===== src/rtl/uart_tx_ctrl.sv =====
`default_nettype none
// =============================================================================
// Module  : uart_tx_ctrl
// Brief   : UART frame transmitter (start, LSB-first data, optional parity,
//           stop). Define UART_TX_TWO_STOP_EN to append a second stop bit.
// Rev     : 1.0
// =============================================================================
module uart_tx_ctrl #(
  parameter int DATA_WIDTH = 8
) (
  input  logic                  CLK,
  input  logic                  RST,
  input  logic [DATA_WIDTH-1:0] P_DATA,
  input  logic                  DATA_VALID,
  input  logic                  PAR_EN,
  input  logic                  PAR_TYP,
  input  logic [5:0]            PRESCALE,
  output logic                  TX_OUT,
  output logic                  BUSY
);

  localparam int               BIT_W    = (DATA_WIDTH > 1) ? $clog2(DATA_WIDTH) : 1;
  localparam logic [BIT_W-1:0] LAST_BIT = BIT_W'(DATA_WIDTH - 1);

  typedef enum logic [2:0] {
    IDLE   = 3'd0,
    START  = 3'd1,
    DATA   = 3'd2,
    PARITY = 3'd3,
`ifdef UART_TX_TWO_STOP_EN
    STOP2  = 3'd5,
`endif
    STOP   = 3'd4
  } state_t;

  state_t                state_q, state_d;
  logic [5:0]            edge_cnt_q, edge_cnt_d;
  logic [BIT_W-1:0]      bit_cnt_q, bit_cnt_d;
  logic [DATA_WIDTH-1:0] data_q, data_d;
  logic                  par_en_q, par_en_d;
  logic                  par_typ_q, par_typ_d;
  logic [5:0]            prescale_q, prescale_d;
  logic                  tx_q, tx_d;
  logic                  busy_q, busy_d;

  logic [5:0]            edge_last;
  logic                  period_end;

  // Unsupported prescale values fall back to 8 edges per bit.
  always_comb begin
    case (prescale_q)
      6'd16:   edge_last = 6'd15;
      6'd32:   edge_last = 6'd31;
      default: edge_last = 6'd7;
    endcase
  end

  assign period_end = (edge_cnt_q == edge_last);

  always_comb begin
    state_d    = state_q;
    edge_cnt_d = edge_cnt_q;
    bit_cnt_d  = bit_cnt_q;
    data_d     = data_q;
    par_en_d   = par_en_q;
    par_typ_d  = par_typ_q;
    prescale_d = prescale_q;

    if (state_q == IDLE) begin
      edge_cnt_d = 6'd0;
    end else if (period_end) begin
      edge_cnt_d = 6'd0;
    end else begin
      edge_cnt_d = edge_cnt_q + 6'd1;
    end

    case (state_q)
      IDLE: begin
        if (DATA_VALID) begin
          data_d     = P_DATA;
          par_en_d   = PAR_EN;
          par_typ_d  = PAR_TYP;
          prescale_d = PRESCALE;
          bit_cnt_d  = '0;
          state_d    = START;
        end
      end
      START: begin
        if (period_end) state_d = DATA;
      end
      DATA: begin
        if (period_end) begin
          if (bit_cnt_q == LAST_BIT) begin
            bit_cnt_d = '0;
            state_d   = par_en_q ? PARITY : STOP;
          end else begin
            bit_cnt_d = bit_cnt_q + BIT_W'(1);
          end
        end
      end
      PARITY: begin
        if (period_end) state_d = STOP;
      end
      STOP: begin
`ifdef UART_TX_TWO_STOP_EN
        if (period_end) state_d = STOP2;
`else
        if (period_end) state_d = IDLE;
`endif
      end
`ifdef UART_TX_TWO_STOP_EN
      STOP2: begin
        if (period_end) state_d = IDLE;
      end
`endif
      default: state_d = IDLE;
    endcase
  end

  // Line level is decoded from the next state so TX_OUT and BUSY stay registered
  // yet change on the same edge as the FSM.
  always_comb begin
    tx_d = 1'b1;
    case (state_d)
      START:   tx_d = 1'b0;
      DATA:    tx_d = data_d[bit_cnt_d];
      PARITY:  tx_d = (^data_d) ^ par_typ_d;
      default: tx_d = 1'b1;
    endcase
  end

  assign busy_d = (state_d != IDLE);

  always_ff @(posedge CLK) begin
    if (RST) begin
      state_q    <= IDLE;
      edge_cnt_q <= 6'd0;
      bit_cnt_q  <= '0;
      data_q     <= '0;
      par_en_q   <= 1'b0;
      par_typ_q  <= 1'b0;
      prescale_q <= 6'd0;
      tx_q       <= 1'b1;
      busy_q     <= 1'b0;
    end else begin
      state_q    <= state_d;
      edge_cnt_q <= edge_cnt_d;
      bit_cnt_q  <= bit_cnt_d;
      data_q     <= data_d;
      par_en_q   <= par_en_d;
      par_typ_q  <= par_typ_d;
      prescale_q <= prescale_d;
      tx_q       <= tx_d;
      busy_q     <= busy_d;
    end
  end

  assign TX_OUT = tx_q;
  assign BUSY   = busy_q;

endmodule
`default_nettype wire

===== config.mk =====
export PLATFORM = sky130hd
export DESIGN_NAME = uart_tx_ctrl
export DESIGN_NICKNAME = d
export VERILOG_FILES = /design/src/rtl/uart_tx_ctrl.sv
export SDC_FILE = /design/constraint.sdc
export NUM_CORES = 1
export LEC_CHECK = 0
export ABC_AREA = 0
export BUFFER_PORTS_ARGS = -buffer_cell sky130_fd_sc_hd__clkbuf_2
export CELL_PAD_IN_SITES_DETAIL_PLACEMENT = 0
export CELL_PAD_IN_SITES_GLOBAL_PLACEMENT = 1
export CORE_MARGIN = 2
export CORE_UTILIZATION = 25
export DETAILED_ROUTE_END_ITERATION = 12
export PLACE_DENSITY = 0.62
export SETUP_SLACK_MARGIN = 0.5
export SLEW_MARGIN = 5
export SYNTH_ARGS = -nofsm -noshare
export SYNTH_HDL_FRONTEND = slang
export SYNTH_SLANG_ARGS = --single-unit
export TNS_END_PERCENT = 50

===== constraint.sdc =====
create_clock -name CLK -period 4.8 [get_ports CLK]
set_input_delay 0.96 -clock CLK [delete_from_list [all_inputs] [get_ports CLK]]
set_output_delay 0.96 -clock CLK [all_outputs]
set_load 0.1 [all_outputs]

-- After elaboration in Yosys (flattened, before gate mapping)
Cells that the tools add are included.
- latch bits: 0
- output and inout port bits: 2
- memories kept: 0
- bits in registers: 30
- memory bits (writable): 0
- bits in read-only memories: 0
- input port bits: 19
- bitwise logic cells: 1
- $lt $le $gt $ge: 1
- multiplexer cells: 20
- $mul: 0
- div/mod/pow operators: 0
- shift-type cells: 0
- equality and inequality tests: 11
- reductions and logical operators: 5
- add/sub/neg operators: 2
- operators by type and width (operator ; count):
    2-to-1 mux 3 bit ; 10
    2-to-1 mux 8 bit ; 2
    case mux 3 bit (5 select lines) ; 1
    equality test 3 x 2 -> 1 bit, second input constant ; 4
    case mux 5 bit (2 select lines) ; 1
    XOR reduction 8 bit ; 1
    adder 6 x 1 -> 6 bit, second input constant ; 1
    equality test 3 x 1 -> 1 bit, second input constant ; 2
    equality test 3 bit, second input constant ; 2
    equality test 6 x 5 -> 1 bit, second input constant ; 1
    equality test 6 bit ; 1
    equality test 6 bit, second input constant ; 1
    case mux 3 bit (2 select lines) ; 1
    less-than comparator 3 x 4 -> 1 bit, second input constant ; 1
    adder 3 x 1 -> 3 bit, second input constant ; 1
    binary-select mux 1 bit (select 3 bit) ; 1
    zero test 3 bit ; 1
    2-to-1 mux 1 bit ; 3
    case mux 1 bit (3 select lines) ; 1
    nonzero test 3 bit ; 1
    OR reduction 3 bit ; 1
    AND reduction 2 bit ; 1
    bitwise XOR 1 bit ; 1

-- Longest topological paths before layout
Gate-level depths: netlist of run 1.
- word-level depth: 8
- mapped depth: 9

-- Least setup slack after synthesis of run 1
No wires, ideal clock.
- kind: input -> register
- start point: input port DATA_VALID
- end point: register tx_q, in the netlist TX_OUT
- required time: 4672 ps
- data arrival time: 2174 ps
- setup time: 128 ps
- path slack: 2498 ps
- cell stages on the path: 6
- path buffers: 0
- cell sequence: nand2_1 and2_1 a21boi_2 mux2_4 a2111oi_4 a211oi_2
- cells in the longest elaborated chain, start to end: 5
- elaborated cells between the ends (all ways): 16
- those cells by class: eq/ne (3); mux (11); bitwise (1); reduce/logical (1)
- ends and longest elaborated chain (what ; RTL line ; source):
    from (decl) ; 14 ; input logic DATA_VALID,
    2-to-1 mux 3 bit or 2-to-1 mux 8 bit (tied branches) ; 79 ; if (DATA_VALID) begin
    case mux 3 bit (2 select lines) or 2-to-1 mux 8 bit (tied branches) ; 77 ; case (state_q)
    binary-select mux 1 bit (select 3 bit) or XOR reduction 8 bit (tied branches) ; 126, 127 ;
    2-to-1 mux 1 bit (implied by the code) or bitwise XOR 1 bit (tied branches) ; 126, 127 ;
    case mux 1 bit (3 select lines) * ; 124 ; case (state_d)
    to (signal assigned) ; 153 ; tx_q <= tx_d;
    to (decl) ; 43 ; logic tx_q, tx_d;
Mark *: on every way between the ends. The rest lies on a longest branch, timed or not. The select of a mux whose other input is x is not followed.
A chain may end at the register's enable or synchronous reset.

-- Final worst setup path of run 1
- start point: register state_q[0]
- end point: register tx_q, in the netlist TX_OUT
- cells in the longest elaborated chain, start to end: 5
- elaborated cells between the ends (all ways): 23
- those cells by class: eq/ne (7); mux (13); bitwise (1); reduce/logical (2)
- ends and longest elaborated chain (what ; RTL line ; source):
    from (decl) ; 36 ; state_t state_q, state_d;
    from (signal assigned) ; 146 ; state_q <= state_d;
    equality test 3 x 2 -> 1 bit, or another cell as far along ; 77 ;
    case mux 3 bit (2 select lines), or another cell as far along ; 77 ;
    binary-select mux 1 bit (select 3 bit), or another cell as far along ; 126 ; DATA: tx_d = data_d[bit_cnt_d];
    2-to-1 mux 1 bit (implied by the code), or another cell as far along ; 126 ;
    case mux 1 bit (3 select lines) * ; 124 ;
Marks and branches as above.

==> run summary, run 1 <==
mapped cell area: 0.00163 mm²
CP max FO: 17
TNS Setup: 0 ns
CTS Hold Bufs: 0
CP Capture Type: register
TritonCTS buffer count: 5
die width: 84.8 µm
asr flop ratio synth: 0
max cap viols: 0
count leader, synth: nand2_1
Lkg Pwr: 0.757 nW
crit path DAT: 2.79 ns
Hold Crit Class: reg -> reg
Comb power frac: 0.168
syn_area_per_cell: 8.69 µm²
power per cell area: 322 mW/mm²
Internal: 0.000450 W
Routed Antenna Nets: 0
Unique masters post-synth: 45
CP cell instances: nor3_1 > nand2_1 > and2_1 > a21boi_2 > mux2_4 > a2111oi_4 > a211oi_2
post-DP HPWL: 2610 µm
Sink Count: 30
vias in the first global route: 1,241
Setup CP Type: reg -> reg
Clock Power Share: 0.392
Yosys reg bits: 30
switching power: 0.000164 W
Synth Flop Type: dfxtp_1
CTS H-tree depth: 2
largest net degree at the start of global routing: 26
DRT Pass-1 Iters: 4
Setup Fix Bufs, Post-CTS: 0
Slew Viols, Final: 0
Port Buf Inserts: 20
Die H: 84.8 µm
Final Util: 0.300
# resized after CTS: 0
die area: 0.00720 mm²
synthesized instance count: 188
Mapped Nets: 210
critical path's largest stage delay: 0.45 ns
final setup fails: 0
GRT Util Overall: 0.106
Longest Clk Path Bufs: 2
grt ovf: 0
Ant. Diodes: 0
Area contributors post-synth: dfxtp_1, xnor2_1, nand2_1
Synth top area share: 0.368
row cnt: 29
relative slew slack: 0.499
Slowest-stage cell, CP: nand2_1
GPL Wtd Cong: 0.751
Yosys warning count: 0
CTS tree: built
layout net count: 230
clock slew seen by the registers of the worst setup and hold paths: 0.06 ns
sw frac: 0.268
Worst EP required: 4.96 ns
Root Buffer: clkbuf_8
RSZ-0062 raised after global routing: no
drt total wl: 3560 µm
status: finished, final reports clean
core footprint: 0.00635 mm²
starting density of the core: 0.257
Layout area overhead: 16.6%
sequential share of power: 0.439
DRC violation count after routing: 0
leading area contributor after synthesis: dfxtp_1
R2R Setup Slk: 2.17 ns
Fillers: 684
worst-margin pin slew: 0.751 ns
worst vdd ir: 0.110 mV
register area share after synthesis: 0.368
I/O pins: 21
FMAX: 0.380 GHz
first-pass GRT wire length: 5890 µm
initial antenna violation count: 0
Commonest cells post-synth: nand2_1, dfxtp_1, nor2_1, xnor2_1, a21oi_1
Via density: 4.55
via count of the routed design: 1,300
final period utilization: 0.548
fraction of layout cells with a size suffix above 1: 0.201
CP Launch Type: register
Worst-Skew Late Latency: 0.28 ns
minimum clock period: 2.63 ns
final hold violation count: 0
Post-synth EDFFs: 0
clk_skew: 0.00443 ns
First DRT Iteration DRCs: 58
WL per Instance: 12.4 µm
==> registers in the layout (all words and copies together) (netlist names) <==
register	count
bit_cnt_q	3
par_typ_q	1
BUSY	1
edge_cnt_q	6
data_q	8
state_q	3
par_en_q	1
TX_OUT	1
prescale_q	6
==> metrics by stage <==
| stage | area, µm² | hold WS [ns] | std cells | worst slack [ns] | power, W |
|---|---|---|---|---|---|
| 2_1_floorplan | 1630 | 0.418 | 188 | 2.50 | 0.000356 |
| 3_3_place_gp | 1800 | 0.429 | 278 | 1.98 | 0.000380 |
| 3_5_place_dp | 1800 | 0.441 | 278 | 1.92 | 0.000380 |
| 4_1_cts | 1910 | 0.452 | 286 | 2.19 | 0.000628 |
| 5_1_grt | 1910 | 0.491 | 286 | 2.02 | 0.000649 |
| 6_report | 1910 | 0.449 | 286 | 2.17 | 0.000614 |
==> cells in the final DEF, fill, tap and decap left out, types with 2 or more instances in the layout <==
cell,Yosys,routed
clkbuf_2,0,20
nor4_1,2,2
and4b_1,2,2
nor2_1,18,18
a21oi_1,12,12
nor2b_1,3,3
mux2_2,3,3
ha_1,3,3
mux2_4,2,2
nand3_1,5,5
nand2_1,34,34
mux2i_1,4,4
inv_1,5,5
or2_1,2,2
a21o_1,3,3
nor3_1,2,2
xor2_1,4,4
nand2b_1,2,2
and2_1,2,2
dfxtp_1,30,30
a31oi_1,3,3
xnor2_1,16,16
clkbuf_8,0,8
o211ai_1,4,4
==> final timing paths <==
kind / start / endpoint / cells past startpoint
max: state_q[0] / TX_OUT / 7
min: edge_cnt_q[0] / edge_cnt_q[0] / 1
max reg2reg: state_q[0] / TX_OUT / 7
min reg2reg: edge_cnt_q[0] / edge_cnt_q[0] / 1
==> cell families after synthesis <==
group | Yosys count | share of synthesized area
simple gates | 78 | 0.230
compound gates | 36 | 0.176
flops | 30 | 0.368
xor+xnor | 20 | 0.107
buf+inv | 12 | 0.0329
mux | 9 | 0.0636
fa+ha+maj | 3 | 0.0230
==> worst max-delay path: cells and delay by family (launching register included) <==
family          cells  cell delay, ns
simple gates        3            1.16
compound gates      3            0.63
flops               1            0.38
mux                 1            0.34
==> power groups by stage <==
stage / registers [W] / clock network [W] / logic [W]
3_3_place_gp: 0.000276 / 0 / 0.000104
3_5_place_dp: 0.000275 / 0 / 0.000105
6_report: 0.000270 / 0.000241 / 0.000103
4_1_cts: 0.000270 / 0.000253 / 0.000105
5_1_grt: 0.000271 / 0.000263 / 0.000115
2_1_floorplan: 0.000284 / 0 / 0.0000718
==> layer usage <==
| layer | wire [µm] | vias to the layer above | part of all wire | GRT usage |
|---|---|---|---|---|
| met4 | 63 | 0 | 0.018 | 0.0433 |
| li1 | - | 688 | - | - |
| met5 | 0 | - | 0 | 0 |
| met1 | 1770 | 587 | 0.50 | 0.134 |
| met2 | 1600 | 20 | 0.45 | 0.165 |
| met3 | 123 | 5 | 0.035 | 0.0350 |
==> area by class of cell <==
type,instances,area [µm²],share of cell area
repair buffers,20,100,0.0525
multi-input cells,146,980,0.514
clock buffers,8,110,0.0578
well taps,77,96.3,0.0506
inverters,5,18.8,0.00985
flip-flops and latches,30,601,0.315
(Power assumes the default switching activity.)
==> run 2, diff against run 1 <==
--- a/config.mk
+++ b/config.mk
@@ -5,14 +5,14 @@
 export SDC_FILE = /design/constraint.sdc
 export NUM_CORES = 1
 export LEC_CHECK = 0
-export ABC_AREA = 0
+export ABC_AREA = 1
 export BUFFER_PORTS_ARGS = -buffer_cell sky130_fd_sc_hd__clkbuf_2
 export CELL_PAD_IN_SITES_DETAIL_PLACEMENT = 0
 export CELL_PAD_IN_SITES_GLOBAL_PLACEMENT = 1
 export CORE_MARGIN = 2
 export CORE_UTILIZATION = 25
 export DETAILED_ROUTE_END_ITERATION = 12
-export PLACE_DENSITY = 0.62
+export PLACE_DENSITY = 0.67
 export SETUP_SLACK_MARGIN = 0.5
 export SLEW_MARGIN = 5
 export SYNTH_ARGS = -nofsm -noshare
==> constraint.sdc (replaced) <==
create_clock -name CLK -period 2.4 [get_ports CLK]
set_input_delay 0.48 -clock CLK [delete_from_list [all_inputs] [get_ports CLK]]
set_output_delay 0.48 -clock CLK [all_outputs]
set_load 0.1 [all_outputs]
==> run 2 against run 1 <==
Net effect:
- wire length increased by 1.7%
- largest cell class unchanged
- via count rose by 16%
- clock-buffer cell count shrank 2
- die area shrank 0.94%
- critical endpoint unchanged
- design area up 8.6%
- setup slack got worse by 1.6 ns
- clock power up 80%
- combinational power grew to 2.7 times the previous value
- final cell count rose by 21%
- total power grew 100%
- synthesized area is 1.0% lower
- critical path depth is 5 higher
- highest routed layer unchanged
==> run summary, run 2 <==
status: finished, final reports clean (unchanged)
critical path's largest stage delay: 0.32 ns (was 0.45 ns)
design area: 0.00207 mm² (was 0.00191 mm²)
Setup CP Type: reg -> reg (unchanged)
GRT Util Overall: 0.108 (was 0.106)
Fillers: 685 (was 684)
DRT Pass-1 Iters: 4 (unchanged)
die area: 0.00713 mm² (was 0.00720 mm²)
most frequent cells in the layout: nand2_1, inv_1, nor2_1, dfxtp_1, clkbuf_2 (was nand2_1, dfxtp_1, clkbuf_2, nor2_1, xnor2_1)
fraction of layout cells with a size suffix above 1: 0.304 (was 0.201)
power per cell area: 606 mW/mm² (was 322 mW/mm²)
CP Launch Type: register (unchanged)
Area contributors post-synth: dfxtp_1, nand2_1, inv_1 (was dfxtp_1, xnor2_1, nand2_1)
Longest Clk Path Bufs: 2 (unchanged)
family with the most delay on the worst path: simple AND/OR/NAND/NOR gates (unchanged)
CTS H-tree depth: 2 (unchanged)
mapped cell area: 0.00162 mm² (was 0.00163 mm²)
sw frac: 0.312 (was 0.268)
vias in the first global route: 1,377 (was 1,241)
via count of the routed design: 1,502 (was 1,300)
Ant. Diodes: 0 (unchanged)
Synth top area share: 0.371 (was 0.368)
crit path DAT: 1.99 ns (was 2.79 ns)
clock slew seen by the registers of the worst setup and hold paths: 0.07 ns (was 0.06 ns)
die width: 84.4 µm (was 84.8 µm)
minimum clock period: 1.81 ns (was 2.63 ns)
Via density: 4.33 (was 4.55)
Layout area overhead: 27.9% (was 16.6%)
Yosys reg bits: 30 (unchanged)
CP most frequent cell: nand2_1
final hold violation count: 0 (unchanged)
grt ovf: 0 (unchanged)
max reg flops: 8 (unchanged)
Port Buf Inserts: 20 (unchanged)
final period utilization: 0.755 (was 0.548)
RSZ-0062 raised after global routing: yes (was no)
Worst Path Buf+Inv: 1 (was 0)
Slew Viols, Final: 0 (unchanged)
Reg area: 609 µm² (was 601 µm²)
GPL Wtd Cong: 0.729 (was 0.751)
final setup fails: 0 (unchanged)
CP cell instances: inv_2 > nand2_4 > nor2_4 > nand2_8 > nand2_1 > o21ai_4 > xor2_1 > xnor2_1 > nand3b_1 > nand2_1 > nand2_1 > nand3_1 (was nor3_1 > nand2_1 > and2_1 > a21boi_2 > mux2_4 > a2111oi_4 > a211oi_2)
Root Buffer: clkbuf_8 (unchanged)
Slowest-stage cell, CP: dfxtp_1 (was nand2_1)
Clock Power Share: 0.347 (was 0.392)
count leader, synth: nand2_1 (unchanged)
relative slew slack: 0.641 (was 0.499)
leading area contributor after synthesis: dfxtp_1 (unchanged)
Commonest cells post-synth: nand2_1, inv_1, nor2_1, dfxtp_1, nand3_1 (was nand2_1, dfxtp_1, nor2_1, xnor2_1, a21oi_1)
Sink Count: 30 (unchanged)
Synth Flop Type: dfxtp_1 (unchanged)
FMAX: 0.552 GHz (was 0.380 GHz)
clk_skew: 0.00854 ns (was 0.00443 ns)
Comb power frac: 0.221 (was 0.168)
Internal: 0.000862 W (was 0.000450 W)
layout net count: 291 (was 230)
row cnt: 29 (unchanged)
most common cell after layout, fill and taps aside: nand2_1 (unchanged)
I/O pins: 21 (unchanged)
register area share after synthesis: 0.371 (was 0.368)
starting density of the core: 0.256 (was 0.257)
syn_area_per_cell: 6.77 µm² (was 8.69 µm²)
Unique masters post-synth: 30 (was 45)
First DRT Iteration DRCs: 46 (was 58)
TritonCTS buffer count: 5 (unchanged)
CP Capture Type: register (unchanged)
Post-synth EDFFs: 0 (unchanged)
post-DP HPWL: 2500 µm (was 2610 µm)
TNS Setup: 0 ns (unchanged)
Die H: 84.4 µm (was 84.8 µm)
WL per Instance: 10.4 µm (was 12.4 µm)
Worst-Skew Late Latency: 0.28 ns (about the same)
area of the multi-input gates: 947 µm² (was 980 µm²)
Worst EP required: 2.58 ns (was 4.96 ns)
CTS Hold Bufs: 0 (unchanged)
sequential share of power: 0.433 (was 0.439)
synthesized instance count: 239 (was 188)
CP max FO: 18 (was 17)
DRC violation count after routing: 0 (unchanged)
asr flop ratio synth: 0 (unchanged)
core footprint: 0.00631 mm² (was 0.00635 mm²)
drt total wl: 3620 µm (was 3560 µm)
largest net degree at the start of global routing: 20 (was 26)
max cap viols: 0 (unchanged)
Routed Antenna Nets: 0 (unchanged)
Biggest register: data_q (unchanged)
initial antenna violation count: 0 (unchanged)
first-pass GRT wire length: 6190 µm (was 5890 µm)
Lkg Pwr: 0.909 nW (was 0.757 nW)
CTS tree: built (unchanged)
top flop regs: data_q x8, edge_cnt_q x6, prescale_q x6 (unchanged)
worst-margin pin slew: 0.540 ns (was 0.751 ns)
worst vdd ir: 0.255 mV (was 0.110 mV)
DP Area: 0.00179 mm² (was 0.00180 mm²)
switching power: 0.000392 W (was 0.000164 W)
Hold Crit Class: in -> reg (was reg -> reg)
Yosys warning count: 0 (unchanged)
Mapped Nets: 261 (was 210)
## run 2: cell types whose count changed after synthesis, moves of 4 or more
| cell | before | now |
|---|---|---|
| inv_1 | 5 | 42 |
| nor2_1 | 18 | 35 |
| nand3_1 | 5 | 20 |
| nand2_1 | 34 | 46 |
| xnor2_1 | 16 | 5 |
| o21ai_0 | 1 | 10 |
| mux2i_1 | 4 | 0 |
| o211ai_1 | 4 | 0 |
| o21ai_1 | 0 | 4 |
## run 2: timing repair
action / in CTS / in global routing
cloned: 1 / 0
pin swaps: 6 / 12
buffers inserted: 3 / 4
endpoints found under the setup margin: 1 / 4
gates resized for setup: 7 / 33
## run 2: layout make-up
cell class,count,share of cell area
well taps,77,0.0466
repair buffers,27,0.0756
clock buffers,6,0.0399
multi-input cells,161,0.458
inverters,44,0.0798
clock inverters,2,0.00605
flip-flops and latches,30,0.294
## run 2: cell families after synthesis
group / share of synthesized area
adder cells (fa/ha/maj): 0.0232
XOR/XNOR: 0.0379
flip-flops: 0.371
AO/OA/AOI/OAI: 0.128
AND/OR/NAND/NOR: 0.320
buffers and inverters: 0.119
## run 2: path summary, 6_finish.rpt
kind,from,end,slack [ns],cells after the start
worst min-delay path,PAR_EN,par_en_q,0.47,3
worst max-delay path,state_q[0],TX_OUT,0.59,12
worst max register to register,state_q[0],TX_OUT,0.59,12
worst min register to register,prescale_q[2],prescale_q[2],0.47,2
## run 2: power by group through the flow
| stage | Sequential [W] | Combinational, W | Clock (W) |
|---|---|---|---|
| floorplan | 0.000568 | 0.000178 | 0 |
| global placement | 0.000549 | 0.000246 | 0 |
| detailed placement | 0.000550 | 0.000248 | 0 |
| CTS | 0.000539 | 0.000264 | 0.000454 |
| global route | 0.000546 | 0.000314 | 0.000472 |
| finish | 0.000543 | 0.000277 | 0.000435 |
## run 2: worst register-to-register path: cells and delay by family (launching register included)
family	cells	cell delay, ns
compound gates	1	0.07
xor+xnor	2	0.42
buf+inv	1	0.09
flops	1	0.32
simple gates	8	0.82
## run 2: per-stage QoR
| step | worst slack (ns) | total power (W) | hold slack [ns] | util | std cells |
|---|---|---|---|---|---|
| finish | 0.589 | 0.00125 | 0.466 | 0.328 | 347 |
| detailed placement | 0.350 | 0.000798 | 0.448 | 0.283 | 331 |
| global placement | 0.361 | 0.000796 | 0.447 | 0.283 | 331 |
| global route | 0.404 | 0.00133 | 0.463 | 0.328 | 347 |
| floorplan | 0.696 | 0.000746 | 0.430 | - | 239 |
| CTS | 0.506 | 0.00126 | 0.462 | 0.309 | 343 |
## run 2: layer usage
metal,track usage,share of wire,vias to the layer above
li1,-,-,802
met3,0.0285,0.043,5
met5,0,0,-
met2,0.179,0.46,23
met4,0.0390,0.012,0
met1,0.136,0.49,672
